==> config.mk <==
export PLATFORM = sky130hd
export DESIGN_NAME = mw93_frontend
export DESIGN_NICKNAME = d
export VERILOG_FILES = /design/src/rtl/mw93_pkg.sv /design/src/rtl/mw93_pin_sync.sv /design/src/rtl/mw93_frontend.sv
export SDC_FILE = /design/constraint.sdc
export NUM_CORES = 1
export LEC_CHECK = 0
export BUFFER_PORTS_ARGS = -buffer_cell sky130_fd_sc_hd__buf_2
export CORE_ASPECT_RATIO = 1.5
export CORE_UTILIZATION = 27
export CTS_CLUSTER_DIAMETER = 30
export DETAILED_ROUTE_END_ITERATION = 10
export SLEW_MARGIN = 0
export SYNTH_ARGS = -nofsm -noshare
export SYNTH_HDL_FRONTEND = slang
export SYNTH_SLANG_ARGS = --single-unit
==> constraint.sdc <==
create_clock -name clk -period 2.5 [get_ports clk]
set_input_delay 0.375 -clock clk [delete_from_list [all_inputs] [get_ports clk]]
set_output_delay 0.375 -clock clk [all_outputs]
set_load 0.02 [all_outputs]
==> src/rtl/mw93_pkg.sv <==
// Shared opcodes, request encodings and FSM state type for the 93xx Microwire front end.
package mw93_pkg;

    localparam logic [1:0] OPC_EXT   = 2'b00;
    localparam logic [1:0] OPC_WRITE = 2'b01;
    localparam logic [1:0] OPC_READ  = 2'b10;
    localparam logic [1:0] OPC_ERASE = 2'b11;

    // Extended codes live in the top two address bits when the opcode is 00.
    localparam logic [1:0] EXT_EWDS = 2'b00;
    localparam logic [1:0] EXT_WRAL = 2'b01;
    localparam logic [1:0] EXT_ERAL = 2'b10;
    localparam logic [1:0] EXT_EWEN = 2'b11;

    localparam logic [2:0] REQ_RD   = 3'd0;
    localparam logic [2:0] REQ_WR   = 3'd1;
    localparam logic [2:0] REQ_ER   = 3'd2;
    localparam logic [2:0] REQ_ERAL = 3'd3;
    localparam logic [2:0] REQ_WRAL = 3'd4;
    // Internal-only op codes: never presented on req_op.
    localparam logic [2:0] OP_EWEN  = 3'd5;
    localparam logic [2:0] OP_EWDS  = 3'd6;

    typedef enum logic [3:0] {
        ST_IDLE, ST_START, ST_OPC, ST_ADDR, ST_DATA,
        ST_DONE, ST_ISSUE, ST_RDWAIT, ST_RDOUT, ST_STATUS
    } state_t;

endpackage

==> src/rtl/mw93_pin_sync.sv <==
// Synchronises the asynchronous Microwire pins and derives SK rising / CS falling strobes.
module mw93_pin_sync #(
    parameter int SYNC_STAGES = 2
) (
    input  logic clk,
    input  logic rst,
    input  logic cs,
    input  logic sk,
    input  logic di,
    output logic cs_s,
    output logic di_s,
    output logic sk_rise,
    output logic cs_fall
);

    logic [SYNC_STAGES-1:0] cs_q, sk_q, di_q;
    logic                   cs_d, sk_d;

    always_ff @(posedge clk) begin
        if (rst) begin
            cs_q <= '0;
            sk_q <= '0;
            di_q <= '0;
            cs_d <= 1'b0;
            sk_d <= 1'b0;
        end else begin
            cs_q <= {cs_q[SYNC_STAGES-2:0], cs};
            sk_q <= {sk_q[SYNC_STAGES-2:0], sk};
            di_q <= {di_q[SYNC_STAGES-2:0], di};
            cs_d <= cs_q[SYNC_STAGES-1];
            sk_d <= sk_q[SYNC_STAGES-1];
        end
    end

    assign cs_s    = cs_q[SYNC_STAGES-1];
    assign di_s    = di_q[SYNC_STAGES-1];
    assign sk_rise = sk_q[SYNC_STAGES-1] & ~sk_d;
    assign cs_fall = ~cs_q[SYNC_STAGES-1] & cs_d;

endmodule

==> src/rtl/mw93_frontend.sv <==
// Microwire slave front end: decodes 93xx frames into storage requests and drives read data
// and ready/busy status back onto DO.
module mw93_frontend
    import mw93_pkg::*;
#(
    parameter int ADDR_W      = 6,
    parameter int DATA_W      = 16,
    parameter int SYNC_STAGES = 2
) (
    input  logic              clk,
    input  logic              rst,
    input  logic              mw_cs,
    input  logic              mw_sk,
    input  logic              mw_di,
    output logic              mw_do,
    output logic              mw_do_oe,
    output logic              req_valid,
    output logic [2:0]        req_op,
    output logic [ADDR_W-1:0] req_addr,
    output logic [DATA_W-1:0] req_wdata,
    input  logic              req_ready,
    input  logic              rd_valid,
    input  logic [DATA_W-1:0] rd_data,
    input  logic              busy
);

    logic cs_s, di_s, sk_rise, cs_fall;

    mw93_pin_sync #(.SYNC_STAGES(SYNC_STAGES)) u_sync (
        .clk     (clk),
        .rst     (rst),
        .cs      (mw_cs),
        .sk      (mw_sk),
        .di      (mw_di),
        .cs_s    (cs_s),
        .di_s    (di_s),
        .sk_rise (sk_rise),
        .cs_fall (cs_fall)
    );

    state_t              state, state_n;
    logic [7:0]          cnt, cnt_n;
    logic [1:0]          opc, opc_n;
    logic [ADDR_W-1:0]   addr, addr_n, addr_shift;
    logic [DATA_W-1:0]   shreg, shreg_n;
    logic [2:0]          op, op_n;
    logic                do_q, do_n, wen, wen_n, armed, armed_n;

    assign addr_shift = {addr[ADDR_W-2:0], di_s};

    always_ff @(posedge clk) begin
        if (rst) begin
            state <= ST_IDLE;
            cnt   <= '0;
            opc   <= '0;
            addr  <= '0;
            shreg <= '0;
            op    <= REQ_RD;
            do_q  <= 1'b0;
            wen   <= 1'b0;
            armed <= 1'b0;
        end else begin
            state <= state_n;
            cnt   <= cnt_n;
            opc   <= opc_n;
            addr  <= addr_n;
            shreg <= shreg_n;
            op    <= op_n;
            do_q  <= do_n;
            wen   <= wen_n;
            armed <= armed_n;
        end
    end

    always_comb begin
        state_n = state;
        cnt_n   = cnt;
        opc_n   = opc;
        addr_n  = addr;
        shreg_n = shreg;
        op_n    = op;
        do_n    = do_q;
        wen_n   = wen;
        armed_n = armed;
        if (state == ST_ISSUE) begin
            // An issued request is never abandoned, even if CS drops meanwhile.
            if (req_ready) begin
                if (op == REQ_RD && cs_s) begin
                    state_n = ST_RDWAIT;
                end else begin
                    state_n = ST_IDLE;
                    if (op != REQ_RD) armed_n = 1'b1;
                end
            end
        end else if (!cs_s) begin
            state_n = ST_IDLE;
            cnt_n   = '0;
            do_n    = 1'b0;
            if (cs_fall && state == ST_STATUS) armed_n = 1'b0;
            if (cs_fall && state == ST_DONE) begin
                if (op == OP_EWEN)          wen_n   = 1'b1;
                else if (op == OP_EWDS)     wen_n   = 1'b0;
                else if (wen && !busy)      state_n = ST_ISSUE;
            end
        end else begin
            case (state)
                ST_IDLE: begin
                    cnt_n   = '0;
                    state_n = armed ? ST_STATUS : ST_START;
                end
                ST_START: if (sk_rise && di_s) begin
                    cnt_n   = '0;
                    state_n = ST_OPC;
                end
                ST_OPC: if (sk_rise) begin
                    opc_n = {opc[0], di_s};
                    if (cnt == 8'd1) begin
                        cnt_n   = '0;
                        state_n = ST_ADDR;
                    end else cnt_n = cnt + 8'd1;
                end
                ST_ADDR: if (sk_rise) begin
                    addr_n = addr_shift;
                    if (cnt == 8'(ADDR_W-1)) begin
                        cnt_n = '0;
                        case (opc)
                            OPC_READ: begin
                                op_n = REQ_RD; do_n = 1'b0; state_n = ST_ISSUE;
                            end
                            OPC_WRITE: begin op_n = REQ_WR; state_n = ST_DATA; end
                            OPC_EXT: begin
                                case (addr_shift[ADDR_W-1 -: 2])
                                    EXT_EWEN: begin op_n = OP_EWEN;  state_n = ST_DONE; end
                                    EXT_EWDS: begin op_n = OP_EWDS;  state_n = ST_DONE; end
                                    EXT_ERAL: begin op_n = REQ_ERAL; state_n = ST_DONE; end
                                    default:  begin op_n = REQ_WRAL; state_n = ST_DATA; end
                                endcase
                            end
                            default: begin op_n = REQ_ER; state_n = ST_DONE; end
                        endcase
                    end else cnt_n = cnt + 8'd1;
                end
                ST_DATA: if (sk_rise) begin
                    shreg_n = {shreg[DATA_W-2:0], di_s};
                    if (cnt == 8'(DATA_W-1)) begin
                        cnt_n   = '0;
                        state_n = ST_DONE;
                    end else cnt_n = cnt + 8'd1;
                end
                ST_RDWAIT: if (rd_valid) begin
                    shreg_n = rd_data;
                    cnt_n   = '0;
                    state_n = ST_RDOUT;
                end
                ST_RDOUT: if (sk_rise) begin
                    do_n    = shreg[DATA_W-1];
                    shreg_n = {shreg[DATA_W-2:0], 1'b0};
                    // Sequential read: after the last bit the next word is fetched automatically.
                    if (cnt == 8'(DATA_W-1)) begin
                        cnt_n   = '0;
                        addr_n  = addr + ADDR_W'(1);
                        op_n    = REQ_RD;
                        state_n = ST_ISSUE;
                    end else cnt_n = cnt + 8'd1;
                end
                default: ;
            endcase
        end
    end

    // Handshake: req_valid rises with op/addr/wdata stable and holds them unchanged until the
    // cycle where req_ready is also high; that cycle is the transfer.
    assign req_valid = (state == ST_ISSUE);
    assign req_op    = req_valid ? op : 3'd0;
    assign req_addr  = req_valid ? addr : '0;
    assign req_wdata = (req_valid && (op == REQ_WR || op == REQ_WRAL)) ? shreg : '0;

    assign mw_do_oe = cs_s && (state == ST_RDWAIT || state == ST_RDOUT || state == ST_STATUS ||
                               (state == ST_ISSUE && op == REQ_RD));
    assign mw_do    = mw_do_oe && ((state == ST_STATUS) ? ~busy : do_q);

endmodule

# After elaboration in Yosys (flattened, before gate mapping)
# Index checks and enable logic that the tools add are counted.
dict set report word_totals {
  regBits 50
  inputBits 24
  output_inout_bits 28
  wordCells 172
}
dict set report classes {
  add_sub_neg 2
  n_eq_ne 51
  muxes 65
  n_bitwise 6
  reduce_logical 34
}
# cell count
set ops {}
lappend ops {{8-bit 2-to-1 mux} 9}
lappend ops {{16-bit 2-to-1 mux} 4}
lappend ops {{4-bit 2-to-1 mux} 14}
lappend ops {{16-bit case mux with 3 select lines} 1}
lappend ops {{8-bit case mux with 6 select lines} 1}
lappend ops {{4-bit != test (second input constant)} 10}
lappend ops {{3-bit 2-to-1 mux} 10}
lappend ops {{4-bit case mux with 7 select lines} 1}
lappend ops {{3-bit != test (second input constant)} 9}
lappend ops {{6-bit 2-to-1 mux} 4}
lappend ops {{3-bit case mux with 3 select lines} 2}
lappend ops {{6-bit AND reduction} 3}
lappend ops {{4-bit by 3-bit equality test with 1-bit output (second input constant)} 4}
lappend ops {{2-bit != test (second input constant)} 8}
lappend ops {{1-bit 2-to-1 mux} 15}
lappend ops {{7-bit AND reduction} 2}
lappend ops {{6-bit case mux with 2 select lines} 1}
lappend ops {{12-bit AND reduction} 1}
lappend ops {{3-bit equality test (second input constant)} 3}
lappend ops {{1-bit logical AND} 9}
lappend ops {{9-bit != test (second input constant)} 1}
lappend ops {{8-bit by 1-bit adder with 8-bit output (second input constant)} 1}
lappend ops {{4-bit by 2-bit equality test with 1-bit output (second input constant)} 2}
lappend ops {{4-bit equality test (second input constant)} 2}
lappend ops {{26 further kinds} 41}

# Logic depth before layout (Yosys ltp)
dict set report logic_depth {
  depth_word 9
  mapped_depth 10
  ltp_nobuf 8
}

# By module
# From an unflattened synthesis, not the netlist that was laid out.
dict set report hier_totals {
  hier_cells 383
  area_unflattened_um2 3057.9
}
# mod instances cells_each area_each_um2 seq_area_each_um2
set by_module_without_submodules {}
lappend by_module_without_submodules {mw93_frontend 1 365 2835.2 840.8}
lappend by_module_without_submodules {mw93_pin_sync 1 18 222.7 160.2}

# Worst setup path before layout
# OpenSTA, ideal clock, no wires.
dict set report synth_timing {
  path_kind {flip-flop to output port}
  from {register state[2]}
  to {output port mw_do}
  arrival_ns 2.006
  t_required_ns 2.125
  setup_slack_ns 0.119
  path_stages_with_launch 8
  path_buffers 2
  path_cell_list {dfxtp_1 buf_2 nand4bb_1 buf_2 nor4_1 nor3_1 nor2_1 nor3b_1}
}
dict set report synth_between {
  elab_chain_len 6
  elab_cells_between_ends 11
  cone_classes {eq/ne: 4; mux: 1; reduce/logical: 6}
}
# item line_no
set synth_rtl {}
lappend synth_rtl {{from (decl)} mw93_frontend.sv:41} ;# state_t state, state_n;
lappend synth_rtl {{from (signal assigned)} mw93_frontend.sv:63} ;# state <= state_n;
lappend synth_rtl {{4-bit by 3-bit equality test with 1-bit output or 4-bit equality test (tied branches)} mw93_frontend.sv:178} ;# assign mw_do_oe = cs_s && (state == ST_RDWAIT || state == ST_RDOUT || state == ST_STATUS ||
lappend synth_rtl {{1-bit logical OR (2 in a row)} mw93_frontend.sv:178}
lappend synth_rtl {{1-bit logical OR (*)} mw93_frontend.sv:178}
lappend synth_rtl {{1-bit logical AND (*)} mw93_frontend.sv:178}
lappend synth_rtl {{named net mw_do_oe} mw93_frontend.sv:16} ;# output logic mw_do_oe,
lappend synth_rtl {{1-bit logical AND (*)} mw93_frontend.sv:180} ;# assign mw_do = mw_do_oe && ((state == ST_STATUS) ? ~busy : do_q);
lappend synth_rtl {{to (decl)} mw93_frontend.sv:15} ;# output logic mw_do,
# Mark *: on every way through the listed nets, which the timed path passes. The rest lies on a longest branch.

# Final worst setup path
dict set report layout_timing {
  from {register state[1]}
  to {output port mw_do}
}
dict set report layout_between {
  elab_chain_len 6
  elab_cells_between_ends 11
  cone_classes {eq/ne: 4; mux: 1; reduce/logical: 6}
}
# item line_no
set layout_rtl {}
lappend layout_rtl {{4-bit by 3-bit equality test with 1-bit output or 4-bit equality test (tied branches)} mw93_frontend.sv:178}
lappend layout_rtl {{1-bit logical OR (3 in a row)} mw93_frontend.sv:178}
lappend layout_rtl {{1-bit logical AND} mw93_frontend.sv:178}
lappend layout_rtl {{1-bit logical AND (*)} mw93_frontend.sv:180}
# Every way passes the cells marked *; elsewhere a longest branch is shown, timed or not.

==> results.md <==
- Async set-reset flop share out of synthesis: 0%
- Starting density of the core: 27.8%
- Non-filler cells, final: 587
- Half-perimeter wire length after detailed placement: 5940 µm
- Clock root buffer: clkbuf_16
- Postcts setup bufs: 0
- Final count of hold timing violations: 0
- Pint: 1.31 mW
- CTS tree: built
- Sum of buffers and inverters on the critical path: 1
- Area overhead of the layout relative to synthesis: 20.2%
- Synth unique cells: 59
- Count of input and output buffers: 51
- Routability Congestion: 0.866
- Die extent in y: 133 µm
- Post-synthesis cell type with the largest combined area: dfxtp_1
- Fill cell count: 1194
- Per-cell via count in the routed design: 5.16
- First-pass detailed-route iteration total: 4
- Outcome: completed
- Number of standard cells after synthesis: 391
- Highest achievable clock rate: 430 MHz
- Dominant delay contributor by cell family on the critical path: simple AND/OR/NAND/NOR gates
- Initial antenna violation count: 0
- Switching power summed over all nets: 0.364 mW
- Most numerous cell types in the synthesized netlist: 51 x nand2_1, 50 x dfxtp_1, 40 x nor2_1, 25 x and2_1, 19 x a311oi_1
- Cell-by-cell listing of the critical path: nand4bb_1 -> nor4_2 -> nor3_1 -> nor2_1 -> nor3b_1 -> buf_2
- Netlist area before placement: 3070 µm²
- Number of diodes: 0
- Met1 GRT Util: 17.6%
- Kind of critical path: register to output port
- Footprint of the multi-input gates: 1910 µm²
- Number of gates resized after cts: 0
- Pleak: 1.30 nW
- Worst Setup End Kind: output port
- Boundary pin count: 52
- Peak supply drop: 357 µV
- GR Util All Layers: 14.4%
- Row count: 47
- Met3 layer usage reported by global route: 2.50%
- Die Outline Area: 11800 µm²
- Number of DRC violations after detailed routing: 0
- Register area: 1000 µm²
- Core outline area: 11100 µm²
- Normalized max-slew margin: 58.8%
- Standard cell with the maximum stage delay on the critical path: dfxtp_1
- Clk buf depth: 2
- Global-route wire length before repair: 13500 µm
- Layout Cell Area excl Fill: 3690 µm²
- Post-CTS Hold Fix Bufs: 0
- Total number of yosys warnings: 0
- Number of global-route vias before repair: 2846
- Post-detailed-routing wire length: 8210 µm
- Arrival time of data at the critical path endpoint: 1950 ps
- Most used flip-flop cell after synthesis: dfxtp_1
- Slew at the pin closest to its max-slew limit: 617 ps
- Sum of negative setup slack: 0 ps
- Number of routed nets with antenna violations: 0
- Element type at the critical path start: register
- Post-Syn Area per Cell: 7.85 µm²
- Fraction of power spent switching nets: 21.8%
- Clock slew at the register clock pins of the worst setup and hold paths: 70 ps
- Gate power share: 4.2%
- Delay of the slowest cell on the worst path: 450 ps
- Count of flip-flops with a built-in enable after synthesis: 0
- Endpoint required time on the critical path: 2120 ps
- Area share of the leading cell type in the synthesized netlist: 32.6%
- Inserted Clock Buffers: 5
- Clock latency on the worst-skew pair: 300 ps
- Post-synth net total: 418
- Total of endpoints with negative setup slack in the final report: 0
- Post-layout min period: 2330 ps
- Sequential cell fraction of total power: 48.4%
- TritonCTS Sinks: 50
- Dpl cells: 579
- Met2 routing resource usage after global routing: 24.1%
- Gr busiest metal: met2
- Maximum level of the CTS H-tree: 2
- Number of storage elements in the synthesis netlist: 50
- Via count of the routed design: 3029
- Layout cells sized above 1: 21.1%
- Class of the tightest hold or removal check: primary input to register
- Largest fanout of any net on the critical path: 8
- Width of the die: 89.1 µm
- Iteration-0 DRC count of the detailed router: 203
- Sequential-to-total area share from yosys stat: 32.6%
- Placed cell areas: 3510 µm²
- Cell Pwr Density: 453 nW/µm²
- Max-cap violation count: 0
- Largest net degree at the start of global routing: 52
- Clock Power Share: 47.4%
- Leading cell types by total area after synthesis: dfxtp_1 33%, nand2_1 6.2%, a311oi_1 5.4%
- Grt ovf: 0
- Clock skew after layout: 8.52 ps
- Period utilization: 93.1%
- Most used standard cell by instance count after synthesis: nand2_1
- Fin nets: 466
- Final Max Tran Viols: 0
- WL per Instance: 14.0 µm
==> worst reg2reg max path: stages, from the launching register on <==
cell and delay, ps:
dfxtp_1 320, buf_4 190, or3b_1 400, a31oi_1 210, a211oi_1 90, nor3_1 460, nand2_2 200, o31ai_1 270
==> final timing paths <==
path | startpoint | endpoint | slack (ps) | cells past startpoint
setup / recovery | state[1] | mw_do | 170 | 6
hold / removal | mw_di | u_sync.di_q[0] | 290 | 2
setup reg to reg | state[2] | cnt[3] | 260 | 7
hold reg to reg | u_sync.di_q[0] | u_sync.di_q[1] | 440 | 1
==> metal layers <==
metal | vias to the layer above | share of wire [%] | wire length [µm]
met5 | - | 0 | 0
met4 | 0 | 3.3 | 267
met3 | 17 | 4.2 | 341
met2 | 81 | 50 | 4120
met1 | 1430 | 42 | 3480
li1 | 1501 | - | -
==> cell usage in the layout (no fill, tap or decap), drive strengths merged, types with 3 or more instances in the layout <==
cell / instances
o22ai: 3
buf: 69
nand3: 14
mux2i: 5
nor2: 41
clkbuf: 5
nor3b: 3
a22oi: 4
a31oi: 6
a21oi: 17
or2: 3
nor4: 3
a311oi: 19
dfxtp: 50
nor2b: 18
nor3: 8
o31ai: 5
nand2: 52
inv: 11
o21ai: 13
or3b: 3
ha: 3
a211oi: 6
a32oi: 6
a22o: 4
nand2b: 10
and2: 25
==> through the flow <==
step	hold WS (ps)	utilization [%]	setup slack, ps	power [mW]
detailed placement	435	31.8	262	0.897
CTS	286	33.3	71.6	1.70
global placement	437	31.8	330	0.897
global route	297	33.4	-3.55	1.72
floorplan	414	-	119	0.863
finish	294	33.4	173	1.67
==> final cells by class <==
type | instances | area share [%]
repair buffers | 69 | 10.6
clock buffers | 5 | 3.39
well taps | 147 | 4.99
inverters | 10 | 1.02
clock inverters | 3 | 1.19
flip-flops and latches | 50 | 27.1
multi-input cells | 303 | 51.7
==> power by group through the flow <==
| stage | sequential [mW] | combinational (mW) | clock [mW] |
|---|---|---|---|
| floorplan | 0.823 | 0.0399 | 0 |
| global placement | 0.827 | 0.0699 | 0 |
| detailed placement | 0.827 | 0.0698 | 0 |
| CTS | 0.808 | 0.0700 | 0.817 |
| global route | 0.809 | 0.0762 | 0.839 |
| finish | 0.808 | 0.0693 | 0.792 |
==> state kept, by name, indices dropped and copies added (netlist names), 2 cells and up <==
register and count:
shreg 16, cnt 8, addr 6, state 4, op 3, opc 2, u_sync.cs_q 2, u_sync.di_q 2
u_sync.sk_q 2
==> cells by family (layout without fill, tap and decap cells) <==
| logic type | Yosys count | in the layout | share of synthesized area, % |
|---|---|---|---|
| buf+inv | 38 | 87 | 5.46 |
| xor+xnor | 4 | 4 | 1.14 |
| simple gates | 194 | 194 | 34.2 |
| flops | 50 | 50 | 32.6 |
| mux | 5 | 5 | 1.63 |
| fa+ha+maj | 4 | 4 | 1.59 |
| compound gates | 96 | 96 | 23.4 |
Note: power is estimated with default switching activity, not from simulation.
